### config.mk
export PLATFORM = sky130hd
export DESIGN_NAME = sccb_init_sequencer
export DESIGN_NICKNAME = d
export VERILOG_FILES = /design/src/rtl/sccb_init_sequencer.sv
export SDC_FILE = /design/constraint.sdc
export NUM_CORES = 1
export LEC_CHECK = 0
export ABC_AREA = 0
export ABC_CLOCK_PERIOD_IN_PS = 5750
export CAP_MARGIN = 20
export CORE_UTILIZATION = 63
export CTS_BUF_LIST = sky130_fd_sc_hd__clkbuf_2
export CTS_CLUSTER_DIAMETER = 100
export DETAILED_ROUTE_END_ITERATION = 10
export PLACE_DENSITY = 0.89
export SYNTH_ARGS = -nofsm -noshare
export SYNTH_HDL_FRONTEND = slang
export SYNTH_SLANG_ARGS = --single-unit
### constraint.sdc
create_clock -name clk -period 5.75 [get_ports clk]
set_input_delay 0.575 -clock clk [delete_from_list [all_inputs] [get_ports clk]]
set_output_delay 0.575 -clock clk [all_outputs]
set_load 0.01 [all_outputs]
### src/rtl/sccb_init_sequencer.sv
// -----------------------------------------------------------------------------
// sccb_init_sequencer
//   Camera register-init sequencer placed in front of the SCCB master. It walks
//   an external {reg,data} table and issues one SCCB write per entry. It also
//   handles end and delay marker entries, bounded retry on NACK, and sticky
//   done/error status flags.
//
//   Table entry encoding (rom_data):
//     16'hFFFF        end of table
//     {8'hFE, n}      wait n*DELAY_UNIT clocks (n == 0: skip the entry)
//     {reg, data}     SCCB write of data to register reg
//
// Ports
//   clk         in   1    system clock
//   reset       in   1    asynchronous, active-high
//   start       in   1    1-cycle pulse; starts at entry 0 (ignored while busy)
//   rom_addr    out  AW   table index
//   rom_data    in   16   table entry, valid 1 cycle after rom_addr
//   sccb_req    out  1    write request to the SCCB master
//   sccb_ready  in   1    master accepts when sccb_req && sccb_ready
//   sccb_dev    out  8    device ID (DEV_ADDR)
//   sccb_reg    out  8    register address, held while sccb_req
//   sccb_data   out  8    register data, held while sccb_req
//   sccb_done   in   1    1-cycle pulse: transaction finished
//   sccb_nack   in   1    qualifies sccb_done: 1 = NACK/failure
//   busy        out  1    sequence in progress
//   cfg_done    out  1    sticky: table finished without error
//   cfg_err     out  1    sticky: retry budget exhausted
// -----------------------------------------------------------------------------
module sccb_init_sequencer #(
    parameter int          AW         = 5,
    parameter logic [7:0]  DEV_ADDR   = 8'h42,
    parameter int          DELAY_UNIT = 50000,
    parameter int          MAX_RETRY  = 3
) (
    input  logic          clk,
    input  logic          reset,
    input  logic          start,
    output logic [AW-1:0] rom_addr,
    input  logic [15:0]   rom_data,
    output logic          sccb_req,
    input  logic          sccb_ready,
    output logic [7:0]    sccb_dev,
    output logic [7:0]    sccb_reg,
    output logic [7:0]    sccb_data,
    input  logic          sccb_done,
    input  logic          sccb_nack,
    output logic          busy,
    output logic          cfg_done,
    output logic          cfg_err
);

    // Delay counter must hold the largest marker value, 255 ticks.
    localparam int              DW        = $clog2(255 * DELAY_UNIT + 1);
    localparam logic [DW-1:0]   DUNIT     = DW'(DELAY_UNIT);
    localparam logic [3:0]      RETRY_MAX = 4'(MAX_RETRY);
    localparam logic [AW-1:0]   LAST_ADDR = {AW{1'b1}};
    localparam logic [15:0]     END_MARK  = 16'hFFFF;
    localparam logic [7:0]      DLY_MARK  = 8'hFE;

    typedef enum logic [2:0] {
        S_IDLE,
        S_FETCH,
        S_DECODE,
        S_ISSUE,
        S_WAIT,
        S_DELAY,
        S_FINISH,
        S_ERROR
    } state_t;

    state_t          r_state;
    logic [AW-1:0]   r_addr;
    logic [7:0]      r_reg;
    logic [7:0]      r_data;
    logic [DW-1:0]   r_delay;
    logic [3:0]      r_retry;
    logic            r_done;
    logic            r_err;

    state_t          w_state_nxt;
    logic [AW-1:0]   w_addr_nxt;
    logic [7:0]      w_reg_nxt;
    logic [7:0]      w_data_nxt;
    logic [DW-1:0]   w_delay_nxt;
    logic [3:0]      w_retry_nxt;
    logic            w_done_nxt;
    logic            w_err_nxt;
    logic            w_advance;

    // NOTE: sequential state uses non-blocking assignments so every register
    // samples the pre-edge values; blocking here would create order-dependent
    // simulation and a mismatch with synthesis.
    always_ff @(posedge clk or posedge reset) begin
        if (reset) begin
            r_state <= S_IDLE;
            r_addr  <= '0;
            r_reg   <= '0;
            r_data  <= '0;
            r_delay <= '0;
            r_retry <= '0;
            r_done  <= 1'b0;
            r_err   <= 1'b0;
        end else begin
            r_state <= w_state_nxt;
            r_addr  <= w_addr_nxt;
            r_reg   <= w_reg_nxt;
            r_data  <= w_data_nxt;
            r_delay <= w_delay_nxt;
            r_retry <= w_retry_nxt;
            r_done  <= w_done_nxt;
            r_err   <= w_err_nxt;
        end
    end

    // NOTE: every signal written below gets a default first; a path that
    // leaves one unassigned would infer a latch.
    always_comb begin
        w_state_nxt = r_state;
        w_addr_nxt  = r_addr;
        w_reg_nxt   = r_reg;
        w_data_nxt  = r_data;
        w_delay_nxt = r_delay;
        w_retry_nxt = r_retry;
        w_done_nxt  = r_done;
        w_err_nxt   = r_err;
        w_advance   = 1'b0;

        unique case (r_state)
            S_IDLE: begin
                if (start) begin
                    w_state_nxt = S_FETCH;
                    w_addr_nxt  = '0;
                    w_retry_nxt = '0;
                    w_done_nxt  = 1'b0;
                    w_err_nxt   = 1'b0;
                end
            end

            // rom_addr has been stable for one cycle; rom_data is valid next.
            S_FETCH: w_state_nxt = S_DECODE;

            S_DECODE: begin
                if (rom_data == END_MARK) begin
                    w_state_nxt = S_FINISH;
                end else if (rom_data[15:8] == DLY_MARK) begin
                    if (rom_data[7:0] == 8'h00) begin
                        w_advance = 1'b1;
                    end else begin
                        w_delay_nxt = DW'(rom_data[7:0]) * DUNIT;
                        w_state_nxt = S_DELAY;
                    end
                end else begin
                    w_reg_nxt   = rom_data[15:8];
                    w_data_nxt  = rom_data[7:0];
                    w_state_nxt = S_ISSUE;
                end
            end

            S_ISSUE: begin
                if (sccb_ready) begin
                    w_state_nxt = S_WAIT;
                end
            end

            S_WAIT: begin
                if (sccb_done) begin
                    if (!sccb_nack) begin
                        w_retry_nxt = '0;
                        w_advance   = 1'b1;
                    end else if (r_retry < RETRY_MAX) begin
                        // Re-issue the same reg/data, which are still latched.
                        w_retry_nxt = r_retry + 4'd1;
                        w_state_nxt = S_ISSUE;
                    end else begin
                        w_state_nxt = S_ERROR;
                    end
                end
            end

            // Loaded with n*DELAY_UNIT; leaves as the count reaches zero, so
            // the state is held for exactly that many cycles.
            S_DELAY: begin
                w_delay_nxt = r_delay - DW'(1);
                if (r_delay <= DW'(1)) begin
                    w_advance = 1'b1;
                end
            end

            S_FINISH: begin
                w_done_nxt  = 1'b1;
                w_state_nxt = S_IDLE;
            end

            S_ERROR: begin
                w_err_nxt   = 1'b1;
                w_state_nxt = S_IDLE;
            end

            default: w_state_nxt = S_IDLE;
        endcase

        // Step to the next entry; the last table slot ends the sequence
        // rather than wrapping back to entry 0.
        if (w_advance) begin
            if (r_addr == LAST_ADDR) begin
                w_state_nxt = S_FINISH;
            end else begin
                w_addr_nxt  = r_addr + AW'(1);
                w_state_nxt = S_FETCH;
            end
        end
    end

    // Request is a pure state decode: it drops the cycle after acceptance
    // and is low whenever reset forces IDLE.
    assign sccb_req  = (r_state == S_ISSUE);
    assign sccb_dev  = DEV_ADDR;
    assign sccb_reg  = r_reg;
    assign sccb_data = r_data;
    assign rom_addr  = r_addr;
    assign busy      = (r_state != S_IDLE);
    assign cfg_done  = r_done;
    assign cfg_err   = r_err;

endmodule

* Word-level counts from Yosys, hierarchy flattened
Cells that the tools add are included.
Storage, ports and cells: logic and storage cells 86, input bits 22, register bits 54, RAM bits 0, latch bits 0, output and inout bits 33, ROM bits 0, memories kept 0
Operators by class: bitwise logic cells 2, shift-type cells 0, $lt $le $gt $ge 2, $add $sub $neg 3, reduce and logical (&&, ||, !) cells 15, $mul 1, muxes and demuxes 34, equal/unequal tests 21, divide/modulo/power cells 0
Operators with widths (number):
- 24-bit 2-to-1 mux | 3
- 24-bit one-hot mux with 2 select lines | 1
- 3-bit 2-to-1 mux | 10
- 24-bit by 1-bit <= comparator with 1-bit output, second input constant | 1
- 24-bit by 1-bit subtractor with 24-bit output, second input constant | 1
- 8-bit by 12-bit multiplier with 20-bit output, second input constant | 1
- 5-bit 2-to-1 mux | 4
- 3-bit one-hot mux with 6 select lines | 1
- 16-bit == test, second input constant | 1
- 4-bit 2-to-1 mux | 4
- 3-bit == test, second input constant | 4
- 3-bit != test, second input constant | 4
- 2-bit != test, second input constant | 5
- 8-bit == test, second input constant | 1
- 8-bit logical NOT | 1
- 4-bit one-hot mux with 2 select lines | 1
- 4-bit AND reduction | 2
- 2-bit nonzero test | 4
- 1-bit 2-to-1 mux | 7
- 7-bit nonzero test | 1
- 3-bit by 2-bit == test with 1-bit output, second input constant | 2
- 6-bit AND reduction | 1
- 5-bit by 1-bit adder with 5-bit output, second input constant | 1
- 5-bit == test, second input constant | 1
- 13 further kinds | 16

* Longest topological paths before layout
Gate-level depths: netlist (run 1).
word-level depth 7, mapped depth 12, depth with buffers taken out 12

* Worst setup path before layout (run 1)
OpenSTA, ideal clock, no wires.
kind input to register, start point input rom_data[2], end point register r_delay[16], path buffers 0, setup slack 1786 ps, stages on the path 12, data required time 5619 ps, setup time 131 ps, data arrival time 3833 ps, cells stage by stage ha_1 -> ha_1 -> inv_1 -> fa_1 -> inv_1 -> fa_1 -> ha_1 -> a21oi_1 -> o21ai_0 -> a2111oi_0 -> nor4_1 -> or3_1
On the way: cells in the longest elaborated chain, start to end 5
Ends and longest elaborated chain:
- from (decl) | line 40 | input logic [15:0] rom_data,
- 8-bit by 12-bit multiplier with 20-bit output | line 150 | w_delay_nxt = DW'(rom_data[7:0]) * DUNIT;
- 24-bit 2-to-1 mux | line 147 | if (rom_data[7:0] == 8'h00) begin
- 24-bit 2-to-1 mux | line 146 | end else if (rom_data[15:8] == DLY_MARK) begin
- 24-bit 2-to-1 mux | line 144 | if (rom_data == END_MARK) begin
- 24-bit one-hot mux with 2 select lines | line 129 | unique case (r_state)
- to (signal assigned) | line 109 | r_delay <= w_delay_nxt;
- to (decl) | line 76 | logic [DW-1:0] r_delay;
Parallel ways exist; a longest one is shown, timed or not. The select of a mux whose other input is x is not followed. A chain may end at the register's enable or synchronous reset.

* Worst setup path in the final report (run 1)
start point input rom_data[4], end point register r_delay[16]
Same word-level chain as after synthesis.

==> flow_summary_export.csv, run 1 <==
group,metric,value,unit
status,status,"finished, final reports clean",
drt,drcViolationCount,0,
sta,rsz0062_at_grt,"false",
synthesis,synth-seq-cells,54,
finish,post_route_cells_drive_above_1_share,0.0674,
sta,setup_viol,0,
clocking,cts_hold_buf,0,
clocking,cts-root-buf,"clkbuf_2",
synthesis,ys_top_cells_by_count,"62 x ha_1, 54 x dfrtp_1, 36 x nand2_1, 32 x a21oi_1",
clocking,clock_latency,0.44,ns
run,cap_violations,0,
clocking,cts.clk_slew.worst_paths,0.27,ns
drt,vias,4078,
worst_hold_path,worstHoldPathType,"reg -> reg",
sta,period_share,0.774,
placed_design,dpl.hpwl,8540,um
synthesis,netlist.area_leader.share,0.292,
synthesis,synth_area_leaders,"dfrtp_1 29%, ha_1 17%, fa_1 5.2%, mux2_2 4.1%, a21oi_1 3.5%",
clocking,htreeDepth,2,
drt,routed_wl,10900,um
sta,tightest_slew,0.844,ns
grt,grt_max_degree,55,
synthesis,synth_ff_type,"dfrtp_1",
grt,gr-total-overflow,0,
setup_path,cp_max_fo,6,
sta,fmax,225,MHz
finish,syn2layout_area_growth,11.8,%
setup_path,cp.arrival,4.82,ns
power,cellPowerDensity,405,mW/mm2
clocking,cts_tree,"built",
grt,antenna_found_initial,0,
synthesis,yosysMostFrequentCell,"ha_1",
drt,dr.pass1.iters,5,
synthesis,synth_area,0.00463,mm2
clocking,cts_setup_buffers,0,
synthesis,synth_seq_area_share,0.292,
floorplan,initial_core_util,0.667,
power,total_power,0.00210,W
grt,grt_use_total,0.303,
setup_path,cp-start-kind,"input port",
clocking,clock_path_buffers,2,
placed_design,place_inst,621,
grt,grt_pass1_wl,18200,um
finish,fill_cells,472,
floorplan,dieWidth,87.7,um
setup_path,crit_required,6.12,ns
synthesis,synthArstFlopShare,1.00,
synthesis,synth_cell_types,68,
drt,drt.antenna.violating_nets,0,
finish,multiInputGateArea,0.00308,mm2
drt,drtIter0Drc,288,
sta,tns,0,ns
floorplan,die-area,0.00770,mm2
placed_design,place_congestion,0.911,
floorplan,die_h,87.7,um
finish,nNetsFinal,629,
clocking,cts_inserted_buffers,5,
sta,fin_crit,4.45,ns
setup_path,crit_type,"in -> reg",
finish,insertedDiodeCount,0,
floorplan,placementRows,30,
synthesis,avgSynthCellArea,9.36,um2
clocking,cts_resized,0,
sta,clock_skew,0.0105,ns
floorplan,coreArea,0.00694,mm2
power,leakage,2.27,nW
floorplan,num_io_pins,55,
sta,final_hold_viol_count,0,
grt,first_global_vias,3989,
power,vdd_drop_max,0.000230,V
drt,wl_per_cell,17.3,um
sta,slew_headroom,0.432,
setup_path,cp-end-kind,"flop",
finish,stdcell_count,630,
synthesis,synthCells,495,
finish,regArea,0.00135,mm2
finish,largest_reg_flops,24,
synthesis,synth_warnings,0,
placed_design,io_buffer_count,46,
synthesis,synth_edf_count,0,
clocking,cts.sinks,54,
drt,drt-vias-per-instance,6.47,
sta,slew_viol_final,0,
synthesis,yosysTopAreaCell,"dfrtp_1",
[cells by family (layout without fill, tap and decap cells)]
group	after synthesis	after routing	share of synthesized area
DFF	54	54	0.292
other	2	8	0.00162
xor gates and xnor gates	11	11	0.0208
muxes	23	23	0.0543
AOI/OAI and AO/OA	136	136	0.199
and+or+nand+nor	143	143	0.164
buffers and inverters	52	85	0.0489
adders and majority gates	74	74	0.219
[per-stage QoR]
stage                      util  instance area [um2]  hold slack, ns  setup slack (ns)
after floorplan               -                 4650           0.474              1.79
after global placement    0.739                 5130           0.487              1.09
after detailed placement  0.739                 5130           0.495             0.860
after CTS                 0.744                 5160           0.536              1.38
after global routing      0.746                 5180           0.563              1.10
final                     0.746                 5180           0.541              1.30
[final cells by class]
| cell class | count | share of cell area |
|---|---|---|
| multi-input combinational | 395 | 0.594 |
| timing repair buffer | 49 | 0.0947 |
| clock buffer | 5 | 0.00483 |
| tap | 96 | 0.0232 |
| sequential | 54 | 0.261 |
| inverter | 28 | 0.0203 |
| clock inverter | 3 | 0.00217 |
[where the power goes]
part	switching [W]	leakage [nW]	internal (W)	total [W]
clock network	0.000121	0.0255	0.0000260	0.000147
logic	0.000676	1.59	0.000574	0.00125
registers	0.000165	0.661	0.000534	0.000699
[cell usage in the layout, fill, tap and decap left out, types with 4 or more instances in the layout]
cell type / n
nand2_1: 36
o211ai_1: 8
o22ai_1: 4
a211oi_1: 10
nor3_1: 8
a21o_1: 5
nand3_1: 8
dfrtp_1: 54
ha_1: 62
fa_1: 12
a31oi_1: 8
clkbuf_2: 5
nand4_1: 7
inv_1: 27
nor4_1: 10
conb_1: 8
or3_1: 14
o21ai_0: 24
a21oi_1: 32
clkdlybuf4s50_1: 46
mux2_2: 17
xor2_1: 8
nor2_1: 28
mux2i_1: 6
or4_1: 5
[routing by layer]
metal | global-route usage | part of all wire
met5 | 0 | 0
met4 | 0.124 | 0.031
met3 | 0.0471 | 0.057
met2 | 0.525 | 0.50
met1 | 0.376 | 0.41
[worst paths after layout]
kind	from	end	slack (ns)	cells after the start
max	rom_data[4]	r_delay[16]$_DFFE_PP0P_	1.30	13
min	sccb_reg[3]$_DFFE_PP0P_	sccb_reg[3]$_DFFE_PP0P_	0.54	1
max reg2reg	r_delay[0]$_DFFE_PP0P_	r_delay[16]$_DFFE_PP0P_	3.03	7
min reg2reg	sccb_reg[3]$_DFFE_PP0P_	sccb_reg[3]$_DFFE_PP0P_	0.54	1
max in group asynchronous	reset	r_state[1]$_DFFE_PP0P_	4.69	3
min in group asynchronous	reset	sccb_data[1]$_DFFE_PP0P_	0.60	3
[worst max-delay path, stage by stage]
cell and delay (ns):
clkdlybuf4s50_1 0.59, ha_1 0.30, ha_1 0.29, inv_1 0.05, fa_1 0.51, inv_1 0.06
fa_1 0.50, ha_1 0.38, a21oi_1 0.28, o21ai_0 0.20, a2111oi_0 0.61, nor4_1 0.10
or3_1 0.38
Note: power is estimated with default switching activity, not from simulation.
==> inputs of run 2 (changes only) <==
--- a/config.mk
+++ b/config.mk
@@ -6,13 +6,13 @@
 export NUM_CORES = 1
 export LEC_CHECK = 0
 export ABC_AREA = 0
-export ABC_CLOCK_PERIOD_IN_PS = 5750
+export ABC_CLOCK_PERIOD_IN_PS = 3800
 export CAP_MARGIN = 20
-export CORE_UTILIZATION = 63
+export CORE_UTILIZATION = 53
 export CTS_BUF_LIST = sky130_fd_sc_hd__clkbuf_2
 export CTS_CLUSTER_DIAMETER = 100
 export DETAILED_ROUTE_END_ITERATION = 10
-export PLACE_DENSITY = 0.89
+export PLACE_DENSITY = 0.79
 export SYNTH_ARGS = -nofsm -noshare
 export SYNTH_HDL_FRONTEND = slang
 export SYNTH_SLANG_ARGS = --single-unit
==> constraint.sdc (replaced) <==
create_clock -name clk -period 3.8 [get_ports clk]
set_input_delay 0.38 -clock clk [delete_from_list [all_inputs] [get_ports clk]]
set_output_delay 0.38 -clock clk [all_outputs]
set_load 0.01 [all_outputs]
==> flow_summary_export.csv, run 2 (synthesized netlist as in run 1, its figures left out) <==
group,metric,value,unit
setup_path,crit_required,4.23,ns
grt,antenna_found_initial,0,
clocking,htreeDepth,2,
run,cap_violations,0,
power,vdd_drop_max,0.000380,V
finish,multiInputGateArea,0.00316,mm2
clocking,clock_latency,0.47,ns
finish,utilization,0.680,
finish,final_common_cell,"ha_1",
floorplan,die-area,0.00912,mm2
clocking,clock_path_buffers,2,
floorplan,die_h,95.5,um
finish,layout_common_cells,"57 x ha_1, 55 x buf_4, 54 x dfrtp_1",
finish,fill_cells,635,
grt,grt_pass1_wl,18700,um
grt,grt_max_degree,38,
placed_design,dpl.hpwl,9250,um
setup_path,crit_type,"in -> reg",
drt,drtIter0Drc,274,
setup_path,cp_max_fo,3,
setup_path,cp-end-kind,"flop",
sta,slew_headroom,0.429,
setup_path,path_cells,"clkdlybuf4s50_1 -> inv_1 -> ha_1 -> ha_1 -> fa_1 -> fa_1 -> ha_1 -> buf_4 -> o21ai_0 -> nor2_1 -> a211oi_1 -> buf_4 -> buf_4 -> o2111ai_1 -> o211ai_1",
sta,setup_viol,0,
clocking,cts-root-buf,"clkbuf_2",
setup_path,cp-start-kind,"input port",
finish,insertedDiodeCount,0,
grt,first_global_vias,4134,
clocking,cts_inserted_buffers,5,
drt,drcViolationCount,0,
drt,wl_per_cell,17.1,um
floorplan,coreArea,0.00834,mm2
drt,routed_wl,11800,um
clocking,cts_tree,"built",
drt,drt-vias-per-instance,6.14,
finish,post_route_cells_drive_above_1_share,0.169,
finish,largest_reg_flops,24,
power,cellPowerDensity,609,mW/mm2
grt,gr-total-overflow,0,
grt,grt_use_total,0.263,
placed_design,dp_slack,-0.694,ns
setup_path,cp.arrival,4.10,ns
finish,syn2layout_area_growth,22.4,%
drt,drt.antenna.violating_nets,0,
placed_design,dpl_cell_area,0.00553,mm2
sta,fmax,272,MHz
sta,final_hold_viol_count,0,
sta,period_share,0.966,
setup_path,path_buf_inv,5,
setup_path,cpMaxStageDelayCell,"clkdlybuf4s50_1",
floorplan,initial_core_util,0.555,
sta,slew_viol_final,0,
sta,clock_skew,0.0250,ns
placed_design,place_congestion,0.903,
setup_path,crit_family,"adder cells",
clocking,cts.sinks,54,
finish,regArea,0.00135,mm2
clocking,cts.clk_slew.worst_paths,0.29,ns
floorplan,placementRows,33,
floorplan,num_io_pins,55,
drt,vias,4240,
sta,tightest_slew,0.857,ns
setup_path,critPathMaxStageDelay,0.51,ns
finish,finish.instance_area,0.00567,mm2
sta,fin_crit,3.67,ns
sta,worst_slack,0.130,ns
sta,tns,0,ns
worst_hold_path,worstHoldPathType,"in -> async",
power,leakage,2.55,nW
drt,dr.pass1.iters,5,
placed_design,io_buffer_count,46,
floorplan,dieWidth,95.5,um
finish,nNetsFinal,681,
status,status,"finished, final reports clean",
==> run 2: cell types whose count changed in the layout (fill, tap and decap cells not counted), sizes merged <==
| cell | before | now |
|---|---|---|
| buf | 3 | 55 |
| dlymetal6s2s | 0 | 3 |
| clkdlybuf4s50 | 46 | 43 |
| clkinvlp | 0 | 1 |
| clkinv | 3 | 2 |
==> run 2: final timing paths <==
check	depth (start not counted)	to	slack, ns	start
setup / recovery	15	r_delay[22]$_DFFE_PP0P_	0.13	rom_data[6]
hold / removal	2	sccb_data[4]$_DFFE_PP0P_	0.33	reset
setup reg to reg	7	r_delay[12]$_DFFE_PP0P_	1.09	r_delay[0]$_DFFE_PP0P_
hold reg to reg	1	sccb_reg[7]$_DFFE_PP0P_	0.55	sccb_reg[7]$_DFFE_PP0P_
max in group asynchronous	3	r_delay[14]$_DFFE_PP0P_	2.65	reset
min in group clk	3	sccb_data[2]$_DFFE_PP0P_	0.36	rom_data[2]
==> run 2: worst reg2reg max path, stage by stage, from the launching register on <==
cell	delay [ns]
dfrtp_1	0.49
inv_1	0.11
ha_1	0.22
or3b_2	0.59
or4_1	0.56
or3_1	0.35
a21oi_1	0.16
a2bb2oi_1	0.17
==> run 2: power breakdown <==
group | total, W | internal [W] | leakage [nW] | switching, W
sequential | 0.00106 | 0.000808 | 0.661 | 0.000252
combinational | 0.00216 | 0.00106 | 1.87 | 0.00110
clock | 0.000237 | 0.0000418 | 0.0264 | 0.000195
total | 0.00345 | 0.00191 | 2.55 | 0.00155
==> run 2: routing by layer <==
layer | GRT usage | wire (um) | vias up | share of wire
met5 | 0 | 0 | - | 0
met4 | 0.0883 | 207 | 0 | 0.018
met3 | 0.0407 | 552 | 21 | 0.047
met2 | 0.476 | 6100 | 158 | 0.52
met1 | 0.316 | 4950 | 2026 | 0.42
li1 | - | - | 2035 | -
==> run 2: through the flow <==
step | hold WS, ns | power (W) | instances
2_1_floorplan | 0.474 | 0.00232 | 501
3_3_place_gp | 0.490 | 0.00303 | 682
3_5_place_dp | 0.495 | 0.00312 | 682
4_1_cts | 0.355 | 0.00337 | 690
5_1_grt | 0.360 | 0.00370 | 691
6_report | 0.332 | 0.00345 | 691
==> run 2: area by class of cell <==
type,count,share of cell area
Inverter,28,0.0185
Clock inverter,3,0.00287
Timing Repair Buffer,101,0.155
Sequential cell,54,0.238
Clock buffer,5,0.00442
Tap cell,105,0.0232
Multi-Input combinational cell,395,0.557
==> run 2: timing repair <==
item                                   4_1_cts  5_1_grt
hold buffers                                 0        0
pin swaps                                    1        6
setup endpoints to repair                    1        8
buffers inserted                             0        1
gates resized for setup                      2       12
endpoints found under the hold margin        0        0
==> inputs of run 3 (changes only) <==
--- a/config.mk
+++ b/config.mk
@@ -6,13 +6,13 @@
 export NUM_CORES = 1
 export LEC_CHECK = 0
 export ABC_AREA = 0
-export ABC_CLOCK_PERIOD_IN_PS = 3800
+export ABC_CLOCK_PERIOD_IN_PS = 4300
 export CAP_MARGIN = 20
-export CORE_UTILIZATION = 53
+export CORE_UTILIZATION = 63
 export CTS_BUF_LIST = sky130_fd_sc_hd__clkbuf_2
 export CTS_CLUSTER_DIAMETER = 100
 export DETAILED_ROUTE_END_ITERATION = 10
-export PLACE_DENSITY = 0.79
+export PLACE_DENSITY = 0.89
 export SYNTH_ARGS = -nofsm -noshare
 export SYNTH_HDL_FRONTEND = slang
 export SYNTH_SLANG_ARGS = --single-unit
==> constraint.sdc (replaced) <==
create_clock -name clk -period 4.3 [get_ports clk]
set_input_delay 0.43 -clock clk [delete_from_list [all_inputs] [get_ports clk]]
set_output_delay 0.43 -clock clk [all_outputs]
set_load 0.01 [all_outputs]
==> flow_summary_export.csv, run 3 (synthesized netlist as in run 1, its figures left out) <==
group,metric,value,unit
status,status,"finished, final reports clean",
clocking,cts.clk_slew.worst_paths,0.30,ns
sta,tns,0,ns
clocking,cts_hold_buf,0,
drt,drcViolationCount,0,
placed_design,place_inst,639,
floorplan,placementRows,30,
setup_path,cp-start-kind,"input port",
sta,timing.hold.ws,0.444,ns
drt,wl_per_cell,18.8,um
floorplan,initial_core_util,0.667,
run,cap_violations,0,
floorplan,coreArea,0.00694,mm2
sta,fin_crit,4.07,ns
setup_path,crit_type,"in -> reg",
grt,grt_pass1_wl,20100,um
setup_path,cp_max_fo,4,
clocking,clock_path_buffers,2,
power,switching_power,0.00134,W
power,power.share.clock,0.108,
drt,routed_wl,12100,um
finish,nNetsFinal,646,
setup_path,crit_required,4.69,ns
power,leakage,2.38,nW
grt,first_global_vias,4309,
power,internal_power,0.00168,W
clocking,cts.sinks,54,
grt,grt_max_degree,55,
power,cellPowerDensity,565,mW/mm2
finish,fill_cells,455,
setup_path,path_cells,"clkdlybuf4s50_1 -> ha_1 -> ha_1 -> inv_1 -> fa_1 -> inv_1 -> fa_1 -> ha_1 -> a21oi_1 -> o21ai_0 -> a2111oi_1 -> nor4_1 -> or3_1",
finish,final_common_cell,"ha_1",
finish,stdcell_count,647,
floorplan,die_h,87.7,um
floorplan,dieWidth,87.7,um
sta,rsz0062_at_grt,"false",
clocking,cts-root-buf,"clkbuf_2",
power,vdd_drop_max,0.000297,V
sta,tightest_slew,0.917,ns
drt,vias,4241,
drt,drt.antenna.violating_nets,0,
grt,grt_use_total,0.336,
clocking,clock_latency,0.48,ns
sta,setup_viol,0,
drt,drtIter0Drc,447,
power,seqPwrFrac,0.310,
setup_path,critPathMaxStageDelay,0.57,ns
floorplan,die-area,0.00770,mm2
sta,clock_skew,0.0239,ns
drt,drt-vias-per-instance,6.55,
clocking,cts_tree,"built",
sta,final_hold_viol_count,0,
drt,dr.pass1.iters,5,
power,combPwrFrac,0.582,
sta,slew_viol_final,0,
grt,antenna_found_initial,0,
sta,period_share,0.948,
clocking,cts_inserted_buffers,5,
finish,insertedDiodeCount,0,
finish,largest_reg_flops,24,
clocking,htreeDepth,2,
grt,gr-total-overflow,0,
floorplan,num_io_pins,55,
placed_design,io_buffer_count,46,
power,swShare,0.443,
placed_design,dpl.hpwl,9290,um
setup_path,worst_path_most_repeated_cell,"ha_1",
setup_path,cp.arrival,4.47,ns
setup_path,crit_family,"adder cells",
placed_design,place_congestion,0.929,
finish,post_route_cells_drive_above_1_share,0.0998,
setup_path,cp-end-kind,"flop",
setup_path,path_buf_inv,3,
worst_hold_path,worstHoldPathType,"in -> async",
finish,layout_common_cells,"62 x ha_1, 54 x dfrtp_1, 46 x clkdlybuf4s50_1",
setup_path,cpMaxStageDelayCell,"clkdlybuf4s50_1",
finish,syn2layout_area_growth,15.6,%
sta,fmax,245,MHz
clocking,cts_setup_buffers,0,
sta,slew_headroom,0.383,
==> run 3: changes by cell type in the layout (fill, tap and decap cells not counted), sizes merged <==
cell and delta:
clkdlybuf4s50 +3, dlymetal6s2s -3, clkinv -1, buf -35, bufinv +2, clkinvlp -1
==> run 3: power by group through the flow <==
stage	combinational, W	clock (W)	sequential (W)
floorplan	0.00114	0	0.000911
global placement	0.00164	0	0.000927
detailed placement	0.00172	0	0.000943
CTS	0.00173	0.000325	0.000933
global route	0.00191	0.000346	0.000982
finish	0.00176	0.000327	0.000938
==> run 3: final timing paths <==
kind | cells after the start | startpoint | endpoint | slack (ns)
setup / recovery | 13 | rom_data[4] | r_delay[16]$_DFFE_PP0P_ | 0.23
hold / removal | 3 | reset | sccb_reg[2]$_DFFE_PP0P_ | 0.44
setup reg to reg | 6 | r_state[2]$_DFFE_PP0P_ | r_delay[21]$_DFFE_PP0P_ | 1.57
hold reg to reg | 1 | r_delay[6]$_DFFE_PP0P_ | r_delay[6]$_DFFE_PP0P_ | 0.54
max in group asynchronous | 3 | reset | r_delay[16]$_DFFE_PP0P_ | 3.38
min in group clk | 1 | r_delay[6]$_DFFE_PP0P_ | r_delay[6]$_DFFE_PP0P_ | 0.54
==> run 3: what timing repair did <==
action,in CTS,in global routing
endpoints found under the hold margin,0,0
resized for setup,0,1
endpoints found under the setup margin,0,1
==> run 3: layout make-up <==
type                    count  area (um2)  share of cell area
clock buffers               5        25.0             0.00467
clock inverters             3        63.8              0.0119
well taps                  96         120              0.0224
inverters                  28         105              0.0196
multi-input cells         395        3080               0.575
flip-flops and latches     54        1350               0.252
repair buffers             66         611               0.114
==> run 3: worst register-to-register path, delay by kind of cell, from the launching register on <==
| kind | cells | cell delay, ns |
|---|---|---|
| flops | 1 | 0.73 |
| simple gates | 3 | 1.25 |
| compound gates | 2 | 0.36 |
| buf+inv | 1 | 0.32 |
==> run 3: per-stage QoR <==
stage                     total power, W  utilization  area, um2  worst slack [ns]
after floorplan                  0.00205            -       4650             0.481
after global placement           0.00256        0.758       5260           -0.0331
after detailed placement         0.00266        0.758       5260            -0.302
after CTS                        0.00299        0.771       5350             0.214
after global routing             0.00324        0.771       5350            0.0478
final                            0.00303        0.771       5350             0.225
==> run 3: metal layers <==
layer / GRT usage / share of wire / vias to the layer above
met5: 0 / 0 / -
met4: 0.143 / 0.029 / 0
met3: 0.0462 / 0.055 / 39
met2: 0.605 / 0.52 / 192
met1: 0.400 / 0.39 / 2060
li1: - / - / 1950
==> variant 1, RTL diff (flow settings as in run 2) <==
Take the reset off `r_addr`, `r_reg` and `r_data` and load them in a clocked block of their own.
--- a/src/rtl/sccb_init_sequencer.sv
+++ b/src/rtl/sccb_init_sequencer.sv
@@ -96,5 +96,2 @@
             r_state <= S_IDLE;
-            r_addr  <= '0;
-            r_reg   <= '0;
-            r_data  <= '0;
             r_delay <= '0;
@@ -105,5 +102,2 @@
             r_state <= w_state_nxt;
-            r_addr  <= w_addr_nxt;
-            r_reg   <= w_reg_nxt;
-            r_data  <= w_data_nxt;
             r_delay <= w_delay_nxt;
@@ -113,2 +107,8 @@
         end
+    end
+
+    always_ff @(posedge clk) begin
+        r_addr <= w_addr_nxt;
+        r_reg  <= w_reg_nxt;
+        r_data <= w_data_nxt;
     end
Check against the original RTL: differs if reset is asserted again (counterexample within 4 cycles, from zero or initial values and one cycle with reset high); with reset held inactive, the same outputs for 10 cycles.
==> variant 1 against run 2 <==
  * Die area fell by 7.4%
  * Cell count fell by 7.1%
  * Routed wire length is 12% lower
  * Sequential cell count did not move
  * Critical path type unchanged
  * Synthesized area shrank 7.6%
  * Synthesized cell count down 8.7%
  * Power decreased by 23%
  * Largest cell class unchanged
  * Utilization fell by 0.27 points
  * Worst setup slack gained 38 ps
  * Cell area shrank 7.2%
  * Largest power group unchanged
==> variant 1: results (changes against run 2) <==
DP HPWL: 8106 um (-12%)
nets@finish: 635 (-6.8%)
Slowest-stage cell, CP: fa_1
worst slack, placed: -524.5 ps (+169.6 ps)
Pwr Density: 508.0 nW/um^2 (-17%)
CP max FO: 5 (+2)
max_slew headroom: 0.3272 (-0.1016)
met2 routed WL: 5031 um (-18%)
vias in the first global route: 3665 (-11%)
setup bufs post-CTS: 0 (unchanged)
Synth Area in Compound Gates: 0.1842 (-0.01520)
Max VDD drop: 0.0002555 V (-33%)
Yosys warning count: 0 (unchanged)
Synth cell types: 57 (-16%)
top post-synthesis cells by count: ha_1, a21oi_1, o21ai_0
Post-synth EDFFs: 16 (+16)
leak pwr: 2.329 nW (-8.8%)
share of layout cells above drive strength 1: 0.1352 (-0.03376)
PostCTS Resize Cnt: 1 (-1)
M1 WL: 4525 um (-8.6%)
status: complete, no violations
ClkCell Share: 0.009043 (+0.001759)
#MultiIn Comb: 361 (-8.6%)
number of signal-net buffers in the layout: 97 (-4.0%)
GPL Wtd Cong: 0.8780 (-2.8%)
CP Data Arrival Time: 4000 ps (-100 ps)
worst skew pair latency: 490 ps (+20 ps)
Post-Synth Adder-Cell Area: 0.2374 (+0.01802)
initial drt markers: 285 (+4.0%)
# fillers: 584 (-8.0%)
drt pass-1 iters: 5 (unchanged)
Vias: 3825 (-9.8%)
met1 GRT Util: 0.3365 (+0.02019)
largest cells by area after synthesis: dfrtp_1, ha_1, edfxtp_1
area of the die: 8439 um^2 (-7.4%)
Inverters: 20 (-29%)
sequential cell area fraction in the yosys report: 0.3286 (+0.03682)
Detailed Route WL: 10450 um (-12%)
Logic pwr share: 0.551 (-0.073)
multiplexer area fraction after synthesis: 0.007015 (-0.04728)
first-pass GRT wire length: 17170 um (-8.3%)
GRT Total Usage: 0.2583 (-0.004918)
storage element area: 1406 um^2 (+4.1%)
Worst Skew: 40.84 ps (+15.81 ps)
largest net degree at the start of global routing: 34 (-11%)
Reg clk slew, reported paths: 320 ps (+30 ps)
grt met2 use: 0.4316 (-0.04460)
Post-Synth XOR/XNOR Area: 0.03274 (+0.01194)
Clock power frac: 0.095 (+0.026)
grt met3 use: 0.03731 (-0.003356)
[variant 1: cell types whose count changed after synthesis, moves of 7 or more]
cell / change
dfrtp_1: -21
mux2_2: -17
edfxtp_1: +16
o21ai_0: +12
a21oi_1: +8
inv_1: -8
or3_1: -7
[variant 1: stage by stage]
stage,std cells,util,instance area (um^2),TNS [ps]
after global placement,634,0.6635,5154,-3183
after global routing,642,0.6769,5258,0
final,642,0.6769,5258,0
after CTS,642,0.6704,5207,0
after floorplan,458,-,4303,0
after detailed placement,634,0.6635,5154,-3828
[variant 1: worst paths after layout]
check / from / endpoint / slack, ps / cells after the start
worst min-delay path: reset / r_retry[0] / 220 / 3
max in group asynchronous: reset / r_delay[16] / 3230 / 3
worst min register to register: rom_addr[4] / rom_addr[4] / 510 / 2
worst max-delay path: rom_data[2] / r_delay[16] / 170 / 14
worst max register to register: r_state[2] / rom_addr[2] / 1050 / 6
min in group clk: rom_data[15] / sccb_reg[7] / 470 / 1
==> variant 2, RTL diff (flow settings as in run 2) <==
Without the edit above. Set the parameter `DELAY_UNIT` to 200000 (it was 50000).
--- a/src/rtl/sccb_init_sequencer.sv
+++ b/src/rtl/sccb_init_sequencer.sv
@@ -32,3 +32,3 @@
     parameter logic [7:0]  DEV_ADDR   = 8'h42,
-    parameter int          DELAY_UNIT = 50000,
+    parameter int          DELAY_UNIT = 200000,
     parameter int          MAX_RETRY  = 3
Formal check against the unedited RTL: no difference found for any inputs over 10 cycles, from zero or initial values and one cycle with reset high; that may be too few to reach the edited logic, so the function may still have changed.
==> variant 2 against run 2 <==
  * Critical path depth is 1 lower
  * Non-clock buffer count shrank 6
  * Power fell by 6.5%
  * Sequential cell count is 2 higher
  * Worst setup slack lost 1.2 ps
  * Routed wire length decreased by 7.6%
  * Utilization is 1.6 points lower
  * Synthesized area about the same
  * Cell area fell by 2.3%
  * Count of clock-buffer cells in the layout increased by 1
  * Critical endpoint unchanged
  * Largest power group unchanged
  * Highest routed layer unchanged
==> variant 2: results (changes against run 2) <==
top post-synthesis cells by count: ha_1, dfrtp_1, o21ai_0
vias in the first global route: 3913 (-5.3%)
share of layout cells above drive strength 1: 0.1550 (-0.01392)
DP HPWL: 8737 um (-5.5%)
GPL Wtd Cong: 0.9151 (+1.3%)
Detailed Route WL: 10910 um (-7.6%)
nets@finish: 682 (+0.15%)
Max VDD drop: 0.0004261 V (+12%)
Vias: 4069 (-4.0%)
leak pwr: 2.535 nW (-0.75%)
Synth cell types: 62 (-8.8%)
largest cells by area after synthesis: dfrtp_1, ha_1, fa_1
GRT Total Usage: 0.2527 (-0.01054)
ys flop type: dfrtp_1
worst slack, placed: -401.7 ps (+292.4 ps)
CP max FO: 4 (+1)
# fillers: 684 (+7.7%)
initial drt markers: 177 (-35%)
Worst Skew: 43.41 ps (+18.39 ps)
sequential cell area fraction in the yosys report: 0.3027 (+0.01097)
status: complete, no violations
number of CTS-inserted buffers: 5 (unchanged)
CP Data Arrival Time: 4000 ps (-100 ps)
Worst Tran Pin Value: 896.7 ps (+39.87 ps)
asr flop ratio synth: 1.000 (unchanged)
largest net degree at the start of global routing: 42 (+11%)
first-pass GRT wire length: 18100 um (-3.4%)
max reg flops: 26 (+8.3%)
variant 2: through the flow:
step	TNS [ps]	hold WS [ps]	utilization	cell area, um^2	cells
after floorplan	0	480.9	-	4652	509
after global placement	-1891	490.2	0.6574	5483	684
after detailed placement	-3464	495.1	0.6574	5483	684
after CTS	0	394.2	0.6629	5529	692
after global routing	-0.4241	403.1	0.6640	5538	692
final	0	370.1	0.6640	5538	692
variant 2: repair_timing:
action,in CTS,in global routing
setup endpoints to repair,0,2
setup buffers,0,0
resized for setup,0,2
variant 2: logic make-up (layout without fill, tap and decap cells):
group                    Yosys count  after routing  share of synthesized area
AND/OR/NAND/NOR                  145            145                     0.1611
AO/OA/AOI/OAI                    141            141                     0.1881
adder cells (fa/ha/maj)           74             74                     0.2195
flip-flops                        56             56                     0.3027
buffers and inverters             49            127                    0.04838
multiplexers                      20             20                    0.04838
XOR/XNOR                          16             16                    0.03027
other                              2              8                   0.001622
variant 2: layout make-up:
type | instances | share of cell area
Clock buffer | 6 | 0.005423
Tap cell | 105 | 0.02372
Sequential cell | 56 | 0.2530
Multi-Input combinational cell | 404 | 0.5490
Inverter | 24 | 0.01627
Clock inverter | 2 | 0.002937
Timing Repair Buffer | 95 | 0.1496
variant 2: per-layer routing:
layer / track usage / wire (um) / vias to the layer above / share of wire
met5: 0 / 0 / - / 0
met1: 0.3350 / 4894 / 1959 / 0.45
li1: - / - / 1981 / -
met3: 0.03190 / 419 / 21 / 0.038
met2: 0.4268 / 5362 / 108 / 0.49
met4: 0.08209 / 236 / 0 / 0.022
variant 2: worst max-delay path, stage by stage:
cell,delay (ps)
clkdlybuf4s50_1,470
ha_1,350
ha_1,280
inv_1,50
fa_1,510
inv_1,60
fa_1,480
ha_1,340
a21oi_1,260
o211ai_1,130
a21oi_1,250
o21ai_0,160
xnor2_1,160
o221ai_1,110
variant 2: final timing paths:
path / from / to / slack (ps) / depth (start not counted)
max: rom_data[2] / r_delay[22] / 130 / 14
max reg2reg: r_delay[0] / r_delay[18] / 1030 / 8
min in group clk: rom_data[14] / sccb_reg[6] / 540 / 2
min: reset / r_state[0] / 370 / 2
max in group asynchronous: reset / r_delay[13] / 2640 / 3
min reg2reg: sccb_reg[6] / sccb_reg[6] / 550 / 1
variant 2: report_power, final:
part           switching [mW]  internal (mW)
registers               0.222          0.802
clock network           0.191         0.0491
logic                   0.986          0.978
